`src/rtl/mem_port_arbiter.sv`:
```
// mem_port_arbiter
//
// Shares one single-ported synchronous memory between instruction fetch (IF)
// and the data-memory stage (D) of the pipeline. Each cycle a winner is
// chosen: data has priority, unless fetch has been passed over STARVE_LIMIT
// times in a row. The grant drives the memory port combinationally. A latency
// counter then sequences the access. Store data is replicated across the
// big-endian byte lanes. Returned loads are lane-extracted and sign- or
// zero-extended.
//
// Ports:
//   clk, rst                   clock, asynchronous active-high reset
//   if_req/if_addr             fetch request (word address = if_addr[31:2])
//   if_gnt/if_valid/if_rdata   fetch grant, completion pulse, fetched word
//   d_req/d_we/d_addr/d_wdata  data request, store flag, byte address, data
//   d_byte/d_halfword          access size (neither set = word)
//   d_signextend               sign-extend sub-word loads
//   d_sc_mask                  failed store-conditional: suppress the write
//   d_gnt/d_valid/d_rdata      data grant, completion pulse, extended load
//   mem_en/mem_be/mem_addr     memory port strobe, byte enables, word addr
//   mem_wdata/mem_rdata        memory write data / read data
//   stall_if/stall_mem         requester has an access outstanding

// Protocol checker: requests stay up until their completion pulse, and at
// most one requester is granted per cycle.
module mem_port_arbiter_checker (
  input logic clk,
  input logic rst,
  input logic if_req,
  input logic if_valid,
  input logic d_req,
  input logic d_valid,
  input logic if_gnt,
  input logic d_gnt
);

  a_if_req_held: assert property (@(posedge clk) disable iff (rst)
    (if_req && !if_valid) |=> (if_req || if_valid));

  a_d_req_held: assert property (@(posedge clk) disable iff (rst)
    (d_req && !d_valid) |=> (d_req || d_valid));

  a_single_grant: assert property (@(posedge clk) disable iff (rst)
    !(if_gnt && d_gnt));

endmodule

module mem_port_arbiter #(
  parameter int unsigned MEM_LATENCY  = 1,
  parameter int unsigned STARVE_LIMIT = 4
) (
  input  logic        clk,
  input  logic        rst,
  input  logic        if_req,
  input  logic [31:0] if_addr,
  output logic        if_gnt,
  output logic        if_valid,
  output logic [31:0] if_rdata,
  input  logic        d_req,
  input  logic        d_we,
  input  logic [31:0] d_addr,
  input  logic [31:0] d_wdata,
  input  logic        d_byte,
  input  logic        d_halfword,
  input  logic        d_signextend,
  input  logic        d_sc_mask,
  output logic        d_gnt,
  output logic        d_valid,
  output logic [31:0] d_rdata,
  output logic        mem_en,
  output logic [3:0]  mem_be,
  output logic [29:0] mem_addr,
  output logic [31:0] mem_wdata,
  input  logic [31:0] mem_rdata,
  output logic        stall_if,
  output logic        stall_mem
);

  typedef enum logic [0:0] {
    ST_IDLE = 1'b0,
    ST_BUSY = 1'b1
  } state_t;

  localparam logic [3:0] LAT_LOAD   = 4'(MEM_LATENCY - 1);
  localparam logic [3:0] STARVE_MAX = 4'(STARVE_LIMIT);

  // Byte enables for a store; byte lane 0 of the address is bits [31:24].
  function automatic logic [3:0] store_be(input logic [1:0] lo,
                                          input logic       is_byte,
                                          input logic       is_half);
    logic [3:0] be;
    if (is_byte) begin
      be = 4'b1000 >> lo;
    end else if (is_half) begin
      be = lo[1] ? 4'b0011 : 4'b1100;
    end else begin
      be = 4'b1111;
    end
    return be;
  endfunction

  // Right-aligned store data replicated onto every lane it could occupy.
  function automatic logic [31:0] store_data(input logic [31:0] wdata,
                                             input logic        is_byte,
                                             input logic        is_half);
    logic [31:0] data;
    if (is_byte) begin
      data = {4{wdata[7:0]}};
    end else if (is_half) begin
      data = {2{wdata[15:0]}};
    end else begin
      data = wdata;
    end
    return data;
  endfunction

  // Pick the addressed big-endian lane out of a word and extend it.
  function automatic logic [31:0] load_extract(input logic [31:0] rd,
                                               input logic [1:0]  lo,
                                               input logic        is_byte,
                                               input logic        is_half,
                                               input logic        sext);
    logic [7:0]  b;
    logic [15:0] h;
    logic [31:0] r;
    case (lo)
      2'd0:    b = rd[31:24];
      2'd1:    b = rd[23:16];
      2'd2:    b = rd[15:8];
      default: b = rd[7:0];
    endcase
    h = lo[1] ? rd[15:0] : rd[31:16];
    if (is_byte) begin
      r = {{24{sext & b[7]}}, b};
    end else if (is_half) begin
      r = {{16{sext & h[15]}}, h};
    end else begin
      r = rd;
    end
    return r;
  endfunction

  state_t      state_q, state_d;
  logic [3:0]  lat_cnt_q, lat_cnt_d;
  logic [3:0]  starve_cnt_q, starve_cnt_d;
  logic        own_data_q, own_data_d;   // 1: data stage owns the access
  logic [1:0]  addr_lo_q, addr_lo_d;
  logic        byte_q, byte_d;
  logic        half_q, half_d;
  logic        sext_q, sext_d;
  logic        we_q, we_d;
  logic        if_valid_q, if_valid_d;
  logic        d_valid_q, d_valid_d;
  logic [31:0] if_rdata_q, if_rdata_d;
  logic [31:0] d_rdata_q, d_rdata_d;

  logic        busy_done_s;
  logic        can_grant_s;
  logic        starved_s;
  logic        gnt_if_s;
  logic        gnt_d_s;
  logic        unused_s;

  // The last BUSY cycle is also a grant slot so accesses can run back-to-back.
  assign busy_done_s = (state_q == ST_BUSY) && (lat_cnt_q == 4'd0);
  assign can_grant_s = !rst && ((state_q == ST_IDLE) || busy_done_s);
  assign starved_s   = (starve_cnt_q == STARVE_MAX);
  assign unused_s    = ^if_addr[1:0];

  // Winner selection: data first, fetch when starved or data is idle.
  always_comb begin
    gnt_if_s = 1'b0;
    gnt_d_s  = 1'b0;
    if (can_grant_s) begin
      if (if_req && (starved_s || !d_req)) begin
        gnt_if_s = 1'b1;
      end else if (d_req) begin
        gnt_d_s = 1'b1;
      end else begin
        gnt_if_s = 1'b0;
        gnt_d_s  = 1'b0;
      end
    end else begin
      gnt_if_s = 1'b0;
      gnt_d_s  = 1'b0;
    end
  end

  // Memory port drive in the grant cycle; quiet otherwise.
  always_comb begin
    mem_en    = gnt_if_s | gnt_d_s;
    mem_addr  = 30'd0;
    mem_be    = 4'b0000;
    mem_wdata = 32'd0;
    if (gnt_d_s) begin
      mem_addr = d_addr[31:2];
      if (d_we) begin
        mem_wdata = store_data(d_wdata, d_byte, d_halfword);
        // A failed SC still occupies the port but writes nothing.
        mem_be    = d_sc_mask ? 4'b0000
                              : store_be(d_addr[1:0], d_byte, d_halfword);
      end else begin
        mem_wdata = 32'd0;
        mem_be    = 4'b0000;
      end
    end else if (gnt_if_s) begin
      mem_addr = if_addr[31:2];
    end else begin
      mem_addr = 30'd0;
    end
  end

  // Access sequencing: latency countdown and latching of the winner's attributes.
  always_comb begin
    state_d    = state_q;
    lat_cnt_d  = lat_cnt_q;
    own_data_d = own_data_q;
    addr_lo_d  = addr_lo_q;
    byte_d     = byte_q;
    half_d     = half_q;
    sext_d     = sext_q;
    we_d       = we_q;
    case (state_q)
      ST_IDLE: begin
        if (gnt_if_s || gnt_d_s) begin
          state_d = ST_BUSY;
        end else begin
          state_d = ST_IDLE;
        end
      end
      ST_BUSY: begin
        if (lat_cnt_q != 4'd0) begin
          lat_cnt_d = lat_cnt_q - 4'd1;
        end else if (gnt_if_s || gnt_d_s) begin
          state_d = ST_BUSY;
        end else begin
          state_d = ST_IDLE;
        end
      end
      default: begin
        state_d   = ST_IDLE;
        lat_cnt_d = 4'd0;
      end
    endcase
    if (gnt_d_s) begin
      lat_cnt_d  = LAT_LOAD;
      own_data_d = 1'b1;
      addr_lo_d  = d_addr[1:0];
      byte_d     = d_byte;
      half_d     = d_halfword;
      sext_d     = d_signextend;
      we_d       = d_we;
    end else if (gnt_if_s) begin
      lat_cnt_d  = LAT_LOAD;
      own_data_d = 1'b0;
      addr_lo_d  = 2'd0;
      byte_d     = 1'b0;
      half_d     = 1'b0;
      sext_d     = 1'b0;
      we_d       = 1'b0;
    end else begin
      own_data_d = own_data_q;
    end
  end

  // Starvation guard: counts data wins over a waiting fetch.
  always_comb begin
    starve_cnt_d = starve_cnt_q;
    if (gnt_if_s) begin
      starve_cnt_d = 4'd0;
    end else if (gnt_d_s && if_req && !starved_s) begin
      starve_cnt_d = starve_cnt_q + 4'd1;
    end else begin
      starve_cnt_d = starve_cnt_q;
    end
  end

  // Completion pulses are registered: they fire in the cycle the countdown
  // reaches zero, which is also when the memory presents the read word.
  always_comb begin
    if_valid_d = (state_d == ST_BUSY) && (lat_cnt_d == 4'd0) && !own_data_d;
    d_valid_d  = (state_d == ST_BUSY) && (lat_cnt_d == 4'd0) &&  own_data_d;
    if (if_valid_q) begin
      if_rdata_d = mem_rdata;
    end else begin
      if_rdata_d = if_rdata_q;
    end
    if (d_valid_q && !we_q) begin
      d_rdata_d = load_extract(mem_rdata, addr_lo_q, byte_q, half_q, sext_q);
    end else begin
      d_rdata_d = d_rdata_q;
    end
  end

  // State and output registers.
  always_ff @(posedge clk or posedge rst) begin
    if (rst) begin
      state_q      <= ST_IDLE;
      lat_cnt_q    <= 4'd0;
      starve_cnt_q <= 4'd0;
      own_data_q   <= 1'b0;
      addr_lo_q    <= 2'd0;
      byte_q       <= 1'b0;
      half_q       <= 1'b0;
      sext_q       <= 1'b0;
      we_q         <= 1'b0;
      if_valid_q   <= 1'b0;
      d_valid_q    <= 1'b0;
      if_rdata_q   <= 32'd0;
      d_rdata_q    <= 32'd0;
    end else begin
      state_q      <= state_d;
      lat_cnt_q    <= lat_cnt_d;
      starve_cnt_q <= starve_cnt_d;
      own_data_q   <= own_data_d;
      addr_lo_q    <= addr_lo_d;
      byte_q       <= byte_d;
      half_q       <= half_d;
      sext_q       <= sext_d;
      we_q         <= we_d;
      if_valid_q   <= if_valid_d;
      d_valid_q    <= d_valid_d;
      if_rdata_q   <= if_rdata_d;
      d_rdata_q    <= d_rdata_d;
    end
  end

  // Read data passes straight through in the completion cycle and is held
  // from the register afterwards.
  assign if_gnt    = gnt_if_s;
  assign d_gnt     = gnt_d_s;
  assign if_valid  = if_valid_q;
  assign d_valid   = d_valid_q;
  assign if_rdata  = if_rdata_d;
  assign d_rdata   = d_rdata_d;
  assign stall_if  = if_req & ~if_valid_q;
  assign stall_mem = d_req & ~d_valid_q;

  mem_port_arbiter_checker u_checker (
    .clk      (clk),
    .rst      (rst),
    .if_req   (if_req),
    .if_valid (if_valid_q),
    .d_req    (d_req),
    .d_valid  (d_valid_q),
    .if_gnt   (gnt_if_s),
    .d_gnt    (gnt_d_s)
  );

endmodule

```
`config.mk`:
```
export PLATFORM = sky130hd
export DESIGN_NAME = mem_port_arbiter
export DESIGN_NICKNAME = d
export VERILOG_FILES = /design/src/rtl/mem_port_arbiter.sv
export SDC_FILE = /design/constraint.sdc
export NUM_CORES = 1
export LEC_CHECK = 0
export ABC_AREA = 1
export CAP_MARGIN = 40
export CORE_MARGIN = 2
export CORE_UTILIZATION = 43
export CTS_CLUSTER_SIZE = 20
export DETAILED_ROUTE_END_ITERATION = 8
export PLACE_DENSITY = 0.94
export SYNTH_ARGS = -nofsm -noshare
export SYNTH_HDL_FRONTEND = slang
export SYNTH_SLANG_ARGS = --single-unit
```
`constraint.sdc`:
```
create_clock -name clk -period 11.59 [get_ports clk]
set_input_delay 2.8975 -clock clk [delete_from_list [all_inputs] [get_ports clk]]
set_output_delay 2.8975 -clock clk [all_outputs]
set_load 0.1 [all_outputs]
```
==> run summary, run 1 <==
The checks that failed: design-rule violations. The die width is about 110 um. The headroom to the max-slew limit came out at ~39%. The diode insertion count for antenna repair came out at 0. The placeable core area came out at 11370 um^2. The capturing element type of the critical path is an output pin.

The layout-stage area growth over the synthesis result came out at 112.6%. The area used by sequential logic in the layout came out at 2053 um^2. The biggest fanout along the worst timing path is 37. For this configuration, the core starts out at a cell density of about 44%.

The worst path needs roughly 9 ns of the cycle, external delays included. The total power divided by cell area came out at 218.2 nW/um^2. The buffer count from post-CTS setup fixing came out at 0. Summing all multi-input logic gate instances after layout gives 2477 um^2. The critical path startpoint category is an input pin.

The count of buffers from port buffering came out at 271. The number of H-tree levels is 3. The pin count of the biggest net entering global routing is 50. The number of search-and-repair iterations in the first detailed-routing pass is 9. The design draws 2.312 mW.

The cell row count is 39. Setup repair after global routing left no endpoint under its margin. The overall routed net length is 27360 um. The overall routing resource usage came out at 43.50%.

In the final routed layout, each cell accounts on average for 22.08 um. The vias after detailed routing came out at 7147. After the last flow step, the layout net total stands at 1231. The fraction of the cycle the final worst path needs came out at between 70% and 80%. The detail-routed via count per cell came out at about 5.8. The area of the die is 12470 um^2.

The residual DRC count is 17. The final count of hold timing violations came to 0. The maximum achievable frequency came out at 0.1110 GHz. Of the synthesized area, sequential elements account for 41.16%. The cell area after synthesis came out at 4985 um^2. Counting the fill cells in the layout gives 355. The data arrival time at the worst-slack endpoint is about 6.1 ns. The number of nets still failing antenna checks after routing is 0.

A synthesized cell averages between 7 and 8 um^2. Buffers inserted to repair hold after CTS numbered 0. The DRC violation total after the first TritonRoute iteration came out at 764. The number of gates resized after cts came out at 0. The finished cells cover roughly 11000 um^2. The top cell types in the final layout, fill and taps aside, are 271 x sky130_fd_sc_hd__clkdlybuf4s50_1, 181 x sky130_fd_sc_hd__nand2_1, 121 x sky130_fd_sc_hd__nor2_1. The half-perimeter wire length after placement came out at 20770 um. The post-synth net total came out at approximately 840. Counting distinct cell types in the post-synthesis netlist gives 32. The number of antenna violations at the first check in global routing came out at 0. The clock input transition at the sequential cells of the worst setup and hold paths is 0.06 ns. The total setup violations reported at the end of the flow came out at 0.

The count of pins over their slew limit is 0. The flow ran to the end, but the final reports show violations. The placer's final routability congestion estimate is 0.9057. The cell area after placement came out at 10300 um^2. The share of post-route cells with drive strength above 1 came out at roughly a fifth. The slack of the worst reg-to-reg path is roughly 9.0 ns. The global-route wire length before repair is 41750 um.

By startpoint and endpoint, the worst setup path is classified as in2out. The min-delay analysis places its worst path in the category reg2reg. The residual overflow from global routing is 0. The number of synthesized register bits is 82. The final standard cell count with taps included and fillers excluded came out at 1239. The count of clock tree sinks came out at between 80 and 90. The transition time of the tightest slew-check pin came out at 0.9198 ns. The cell at the root of the clock tree is sky130_fd_sc_hd__clkbuf_16. After detailed placement, the design holds a cell count of 1223. In this run the deepest clock path goes through 2 buffers. 274 I/O pins were placed. Max-cap violations in this run came to 0. The Yosys step of the flow raised 0 warnings. The post-synthesis instance total is approximately 700.

TritonCTS built the clock tree. Measured along the y axis, the die boundary spans 111.7 um. The worst clock skew is 0.009221 ns. The accumulated negative setup slack came out at 0 ns. STA puts the critical path data required time at 8.69 ns. Buffers inserted during clock tree synthesis total 9. The insertion delay of the later-clocked pin in the worst-skew pair is 0.34 ns. The via count of the first global-routing pass came out at 7790. The library cell used most frequently in the layout, excluding fill and tap cells, is sky130_fd_sc_hd__clkdlybuf4s50_1. The maximum VDD drop is between 0.2 and 0.25 mV.

The leakage dissipation came out at 4.835 nW.
-- synthesized netlist by cell type, drive strengths merged --
cell,n,share of area [%]
a21oi,82,9.1
a31oi,10,1.3
buf,21,2.7
clkbuf,14,1.1
clkinv,1,0.075
dfrtp,82,41
ha,3,0.75
inv,71,5.3
mux2,10,2.3
nand2,186,14
nand3,19,2.3
nand4,1,0.25
nor2,144,13
nor3,4,0.40
o211ai,4,0.60
o21ai,40,4.0
o221ai,2,0.35
o22ai,6,0.75
xor2,1,0.18
-- sequential cells by signal (all words and copies together), names as in the netlist --
register	flops
d_valid	1
addr_lo_q	2
d_rdata_q	32
state_q	1
if_rdata_q	32
half_q	1
byte_q	1
if_valid	1
sext_q	1
starve_cnt_q	4
we_q	1
lat_cnt_q	4
own_data_q	1
-- area by class of cell --
class,count,share of cell area [%]
clock buffer,13,2.550
clock inverter,3,0.2125
inverter,72,2.562
multi-input combinational,512,23.38
sequential,82,19.38
tap,143,1.689
timing repair buffer,414,50.23
-- metal layers --
layer	global-route usage [%]	wire length [um]	share of wire, %	up-vias
met5	0	0	0	-
li1	-	-	-	3010
met3	12.68	2309	8.4	226
met1	40.99	8307	30	3302
met2	78.06	14090	52	609
met4	34.73	2649	9.7	0
-- through the flow --
step / hold slack (ns) / util [%] / setup slack [ns]
after floorplan: 0.4582 / - / 2.158
after global routing: 0.5291 / 93.20 / 2.431
final: 0.4978 / 93.20 / 2.578
after detailed placement: 0.4869 / 90.62 / 2.764
after global placement: 0.4605 / 67.93 / 2.391
after CTS: 0.5003 / 93.20 / 2.673
-- power breakdown --
part / internal (mW) / switching, mW
registers: 0.375 / 0.0433
clock network: 0.163 / 0.116
logic: 0.579 / 1.04
-- final timing paths --
path / startpoint / end / cells past startpoint
worst max-delay path: d_req / mem_be[1] / 9
worst min-delay path: if_rdata_q[29] / if_rdata_q[29] / 1
worst max register to register: starve_cnt_q[0] / we_q / 9
worst min register to register: if_rdata_q[29] / if_rdata_q[29] / 1
max in group asynchronous: rst / d_rdata_q[20] / 4
min in group asynchronous: rst / if_rdata_q[16] / 3
-- worst max-delay path, cell delays in order --
cell	delay, ns
sky130_fd_sc_hd__clkdlybuf4s50_1	0.54
sky130_fd_sc_hd__o21ai_0	0.14
sky130_fd_sc_hd__nand2_1	0.16
sky130_fd_sc_hd__nand3_1	0.26
sky130_fd_sc_hd__inv_2	0.57
sky130_fd_sc_hd__nand2_4	0.41
sky130_fd_sc_hd__nor3_1	0.27
sky130_fd_sc_hd__clkdlybuf4s50_1	0.65
sky130_fd_sc_hd__buf_16	0.20
-- logic make-up (layout without fill, tap and decap cells) --
kind of cell	Yosys count	in the layout	synth area share [%]
adders and majority gates	3	3	0.7531
and+or+nand+nor	354	354	30.47
DFF	82	82	41.16
muxes	10	10	2.259
AOI/OAI and AO/OA	144	144	16.04
buffers and inverters	107	502	9.136
xor gates and xnor gates	1	1	0.1757
No activity file was read; power rests on OpenSTA's default activity.
==> inputs of run 2 (changes only) <==
CORE_UTILIZATION = 40   (was 43)
PLACE_DENSITY = 0.89   (was 0.94)
clock period = 8.42 ns   (was 11.59 ns; I/O delays follow)
==> run 2 against run 1 <==
Compared with the run above:
- the run now ends clean
- first-iteration DRC count is 34% lower
- utilization fell by 12 points
- sequential share of layout area grew 1.5 points
- critical path depth did not move
- routed wire length down 21%
- flip-flop and latch count unchanged
- cell count is 0.89% lower
- cell area is 7.3% lower
- worst hold slack worse by 0.0020 ns
- non-clock buffer count down 36
- die area rose by 7.2%
- count of clock-buffer cells in the layout down 3
- largest cell class unchanged
- highest routed layer unchanged
==> run summary, run 2 (synthesized netlist as in run 1, its figures left out) <==
In the final routed layout, each cell accounts on average for 17.50 um. In this design, the critical path's most frequently occurring cell is sky130_fd_sc_hd__nand2_1. The cell at the root of the clock tree is sky130_fd_sc_hd__clkbuf_16.

The DRC violation total after the first TritonRoute iteration came out at ~500. The maximum buffer depth of the clock tree came out at 2. The quantity of hold-fixing buffers added after cts is 0. The largest registers in the layout are d_rdata_q: 32 flops, if_rdata_q: 32 flops. The number of gates resized after cts came out at 0. The layout-stage area growth over the synthesis result is 97.11%. The count of clock tree sinks came out at 82.

Power spread over the standard cell area amounts to about 320 nW/um^2. After detailed routing, the number of remaining DRC violations is 0. The critical path startpoint category is an input pin.

The final hold slack came out at 0.4958 ns. The count of pins over their slew limit came to 0. Once the floorplan was initialized, standard cells occupied 41.16% of the core. The H-tree was split into 3 levels. The count of buffers from port buffering is approximately 270. The biggest fanout along the worst timing path is 34. The transition time of the tightest slew-check pin came out at 0.9486 ns. The first global-routing pass estimated 32890 um of wire. The critical path is of the in2out type. The final route contains about 6200 vias. The via count of the first global-routing pass is 6372. The die outline height came out at 115.6 um. The I/O pin count came out at between 200 and 300. Post-CTS timing repair inserted 0 buffers for setup. The count of buffer and inverter cells on the critical path is 4. The pin count of the biggest net entering global routing is 43. The detail-routed via count per cell came out at ~5. The number of search-and-repair iterations in the first detailed-routing pass came out at 7. Setup repair after global routing left no endpoint under its margin. The number of antenna violations at the first check in global routing came out at 0. Global routing consumed, over all layers together, about a third of the routing resources.

The max-capacitance violation count is 0. The repair_antennas step left the layout with diodes totalling 0. The headroom to the max-slew limit is 36.61%.

The overall routed net length is 21490 um. Setup violations remaining at the end of the flow were counted as 0. Leaving out fill and tap cells, the most frequent cell in the layout is sky130_fd_sc_hd__clkdlybuf4s50_1. In this design, the largest share of critical-path delay is due to buffers and inverters. The die width came out at around 120 um. The stage delay of the slowest cell on the critical path came out at 0.60 ns. For this run, the top clock speed supported by timing is 0.1482 GHz.

The final count of hold timing violations came out at 0. The worst clock skew came out at 0.007511 ns. The number of filler instances in the final layout is 734. On the critical path, the stage with the largest delay is an instance of sky130_fd_sc_hd__clkdlybuf4s50_1. Summed over all cells, the static leakage comes to 4.593 nW.

Walking the worst path, the cells encountered are clkdlybuf4s50_1 > o21ai_0 > nand2_1 > nand3_1 > inv_2 > nand2_1 > nand2_1 > clkdlybuf4s50_1 > buf_16. The fraction of the cycle the final worst path needs is 80.16%. The placer's final routability congestion estimate is 0.8864.

TritonCTS built the clock tree. The run finished with clean final reports. VDD sags by at most between 0.1 and 0.15 mV.

The detail route stage leaves a number of antenna-violating nets equal to 0. The residual overflow from global routing came out at 0. The share of post-route cells with drive strength above 1 is roughly 21%. The data arrival time at the worst-slack endpoint came out at 4.64 ns. The routed design could run at a clock period as short as ~6.7 ns.

The worst hold path belongs to the class reg2reg. After clock tree synthesis, the clock-pin slew on the worst setup and hold paths is around 0.060 ns. TritonCTS created 9 clock buffers. The insertion delay of the later-clocked pin in the worst-skew pair came out at 0.34 ns. The half-perimeter wire length after placement came out at roughly 17000 um.

The accumulated negative setup slack is 0 ns. The required time of the critical path came out at about 6.3 ns. The area of the die is 13370 um^2. The core region is 12110 um^2. The total number of nets in the final design came out at 1195. In the layout the commonest cells are 235 x sky130_fd_sc_hd__clkdlybuf4s50_1, 181 x sky130_fd_sc_hd__nand2_1, 121 x sky130_fd_sc_hd__nor2_1. The floorplan has 40 rows. The capturing element type of the critical path is an output pin.
==> run 2: metal layers <==
layer	part of all wire, %	global-route usage (%)	wire length (um)	vias up
li1	-	-	-	2935
met1	34	33.48	7249	2869
met2	55	60.51	11760	332
met3	7.6	8.159	1631	68
met4	3.9	14.21	847	0
met5	0	0	0	-
==> run 2: worst register-to-register path, delay by kind of cell (launching register included) <==
kind,cells,cell delay (ns)
flops,1,0.39
buf+inv,2,0.62
simple gates,4,0.79
fa+ha+maj,1,0.20
compound gates,2,0.27
==> run 2: power breakdown <==
group / switching [mW] / internal, mW / leakage (nW)
Clock: 0.173 / 0.203 / 0.130
Combinational: 1.39 / 0.793 / 3.51
Sequential: 0.0496 / 0.515 / 0.952
Total: 1.61 / 1.51 / 4.59
==> run 2: final cells by class <==
type	instances	area (um^2)	share of cell area [%]
clock buffer	10	229.0	2.330
inverter	72	271.5	2.763
clock inverter	6	50.05	0.5094
timing repair buffer	378	4534	46.15
sequential	82	2053	20.90
tap	168	210.2	2.139
multi-input combinational	512	2477	25.21
==> run 2: stage by stage <==
step / total power, mW / worst slack (ns) / instances / cell area [um^2] / util [%]
global placement: 2.161 / 1.404 / 1109 / 7665 / 63.29
CTS: 3.125 / 1.636 / 1228 / 9826 / 81.13
global route: 3.221 / 1.480 / 1228 / 9826 / 81.13
floorplan: 1.801 / 0.5727 / 701 / 4985 / -
detailed placement: 2.745 / 1.684 / 1212 / 9547 / 78.82
finish: 3.120 / 1.670 / 1228 / 9826 / 81.13
==> run 2: worst paths after layout <==
check                                 from             end  slack [ns]  depth (start not counted)
max in group asynchronous              rst  if_rdata_q[19]        5.49                          4
max reg2reg                starve_cnt_q[0]            we_q        6.07                          9
min                         if_rdata_q[22]  if_rdata_q[22]        0.50                          1
min reg2reg                 if_rdata_q[22]  if_rdata_q[22]        0.50                          1
max                                  d_req    mem_addr[19]        1.67                          9
min in group asynchronous              rst         d_valid        2.31                          3
==> inputs of run 3 (changes only) <==
clock period = 6.4 ns   (was 8.42 ns; I/O delays follow)
==> run 3 against run 2 <==
Compared with the run above:
- cell count fell by 7.1%
- register-to-register slack got worse by 1.9 ns
- die area unchanged
- combinational power hardly changed
- utilization shrank 13 points
- worst hold slack lost 0.0011 ns
==> run summary, run 3 (synthesized netlist as in run 1, its figures left out) <==
The accumulated negative setup slack came out at 0 ns. The cell row count is 40. After the last flow step, the layout net total stands at roughly 1100.

Summing over every cut layer, the via total after detailed routing is 5706. The repair_antennas step left the layout with diodes totalling 0. The placeable core area came out at around 12000 um^2.

STA classifies the critical path endpoint as an output pin. Detailed placement finished with a half-perimeter wire length of 13600 um. The number of H-tree levels is 3. The amount of wire on met2 after detailed routing came out at 9069 um. The cell depth of the worst hold path is 1. The fraction of the cycle the final worst path needs came out at 82.88%. Buffers placed on the I/O ports in this run total 271.

The die width is ~120 um. The root buffer cell chosen for the clock tree is sky130_fd_sc_hd__clkbuf_16. The number of antenna violations at the first check in global routing came out at 0. In this run the worst hold path is classified as reg2reg. The transition time of the tightest slew-check pin is between 0.8 and 0.9 ns. The average wire length per cell after detail routing is ~15 um. The worst clock skew came out at 0.006266 ns.

The slack of the worst reg-to-reg path came out at ~4.2 ns. The worst setup path is launched from an input pin. After clock tree synthesis, the repair step resized 0 gates. The worst register-to-register path ends at d_valid. Clock tree synthesis inserted a total of 9 buffers. In this run the critical register-to-register path is launched from lat_cnt_q[0]. Power spread over the standard cell area amounts to 424.5 nW/um^2. The maximum achievable frequency came out at 0.1885 GHz. The count of pins over their slew limit is 0.

The area of the die came out at 13370 um^2. After detailed routing, the met3 layer carries between 1000 and 1500 um of wire. The data arrival time at the worst-slack endpoint is 3.70 ns. The share of the core filled with cells in the final layout came out at 68.25%. The cell area after placement is between 7000 and 8000 um^2. The worst pin sits at a relative slew slack of 42.69%. Max-cap violations in this run came to 0. The cell area after layout is 8267 um^2.

The count of clock tree sinks came out at 82. The hold path startpoint is if_rdata_q[31]. The I/O pin count is 274. The worst setup path is of the in2out kind. In this run, post-CTS hold repair placed 0 buffers. The detail-routed via count per cell is 5.001. Leaving out fill and tap cells, the most frequent cells in the layout are 181 x sky130_fd_sc_hd__nand2_1, 147 x sky130_fd_sc_hd__clkdlybuf4s50_1, 121 x sky130_fd_sc_hd__nor2_1. The count of nets left with antenna violations once routing finished came out at 0. The share of post-route cells with drive strength above 1 is 22.51%. The required time of the critical path came out at 4.80 ns. The worst hold endpoint is if_rdata_q[31]. The buffer count from post-CTS setup fixing came out at 0. The number of cells on the worst reg-to-reg path came out at 11. The maximum buffer depth of the clock tree came out at 2. The flow ran to the end, and the final reports show no timing, DRC or antenna violations.

Once the floorplan was initialized, standard cells occupied 41.16% of the core. The DRC violation total after the first TritonRoute iteration is 388. TritonCTS built the clock tree.

The congestion estimate from routability-driven global placement came to 0.9133. The largest registers in the layout are d_rdata_q: 32 flops, if_rdata_q: 32 flops. The insertion delay of the later-clocked pin in the worst-skew pair came out at 0.34 ns. The layout-stage area growth over the synthesis result is 65.84%.

The number of search-and-repair iterations in the first detailed-routing pass came out at 5. The pin count of the biggest net entering global routing came out at 60. The final layout contains routed wiring with a total length of 17570 um. The total setup violations reported at the end of the flow is 0.

The overall routing resource usage is 26.05%. The die outline height came out at 115.6 um. The post-route minimum period is 5.304 ns. The final count of hold timing violations is 0. The clock input transition at the sequential cells of the worst setup and hold paths is 0.06 ns. Across the VDD grid, the largest voltage drop is 0.1915 mV. In the final routing, the length of wire on met1 measures 6673 um. The via count of the first global-routing pass is 5585. The top layer used by detailed routing is met4. In the routed design, unresolved DRC markers number 0. The biggest fanout along the worst timing path came out at 37. The global-route wire length before repair is roughly 27000 um. Leaving out fill and tap cells, the most frequent cell in the layout is sky130_fd_sc_hd__nand2_1. The residual overflow from global routing is 0. Setup repair after global routing left no endpoint under its margin. The leakage dissipation came out at 3.995 nW.
[run 3: changes by cell type in the layout (fill, tap and decap cells not counted)]
cell	change
sky130_fd_sc_hd__clkinv_2	-1
sky130_fd_sc_hd__inv_6	-2
sky130_fd_sc_hd__buf_16	-23
sky130_fd_sc_hd__buf_4	+73
sky130_fd_sc_hd__bufinv_16	+3
sky130_fd_sc_hd__clkdlybuf4s50_1	-88
sky130_fd_sc_hd__buf_8	-64
sky130_fd_sc_hd__buf_12	+15
[run 3: how the worst max path moves through the flow]
stage | start | end | slack, ns | depth (start not counted)
5_1_grt | d_req | mem_be[2] | 0.89 | 8
4_1_cts | d_req | mem_be[1] | 1.06 | 8
3_5_place_dp | d_req | mem_be[1] | 1.08 | 8
2_1_floorplan | rst | mem_addr[20] | 0.53 | 6
3_3_place_gp | d_req | mem_wdata[28] | 1.09 | 8
6_report | d_req | mem_be[1] | 1.10 | 8
[run 3: power by group]
part	switching, mW	leakage (nW)	internal (mW)
clock network	0.210	0.163	0.383
logic	1.67	2.88	0.512
registers	0.0577	0.952	0.677
total	1.94	4.00	1.57
[run 3: layer usage]
layer	global-route usage [%]	vias to the layer above
met4	9.127	0
li1	-	2767
met1	30.60	2634
met2	47.02	269
met3	5.596	36
met5	0	-
[run 3: cell type report]
class | count | area, um^2
tap | 168 | 210.2
timing repair buffer | 291 | 2908
sequential | 82 | 2053
fill | 976 | 3845
multi-input combinational | 512 | 2477
inverter | 72 | 274.0
clock inverter | 6 | 115.1
clock buffer | 10 | 229.0
[run 3: critical path: stages]
cell and delay, ns:
sky130_fd_sc_hd__clkdlybuf4s50_1 0.52, sky130_fd_sc_hd__o21ai_0 0.10, sky130_fd_sc_hd__nand2_1 0.13, sky130_fd_sc_hd__nand3_1 0.22, sky130_fd_sc_hd__inv_2 0.29, sky130_fd_sc_hd__nand2_4 0.27, sky130_fd_sc_hd__nor3_1 0.24, sky130_fd_sc_hd__buf_4 0.33
[run 3: through the flow]
| step | setup slack, ns | power, mW | std cells | hold slack, ns |
|---|---|---|---|---|
| final | 1.096 | 3.509 | 1141 | 0.4946 |
| after global routing | 0.8882 | 3.639 | 1141 | 0.5146 |
| after CTS | 1.063 | 3.526 | 1141 | 0.4997 |
| after detailed placement | 1.076 | 2.923 | 1125 | 0.4644 |
| after global placement | 1.089 | 2.804 | 1110 | 0.4625 |
| after floorplan | 0.5329 | 2.370 | 701 | 0.4582 |
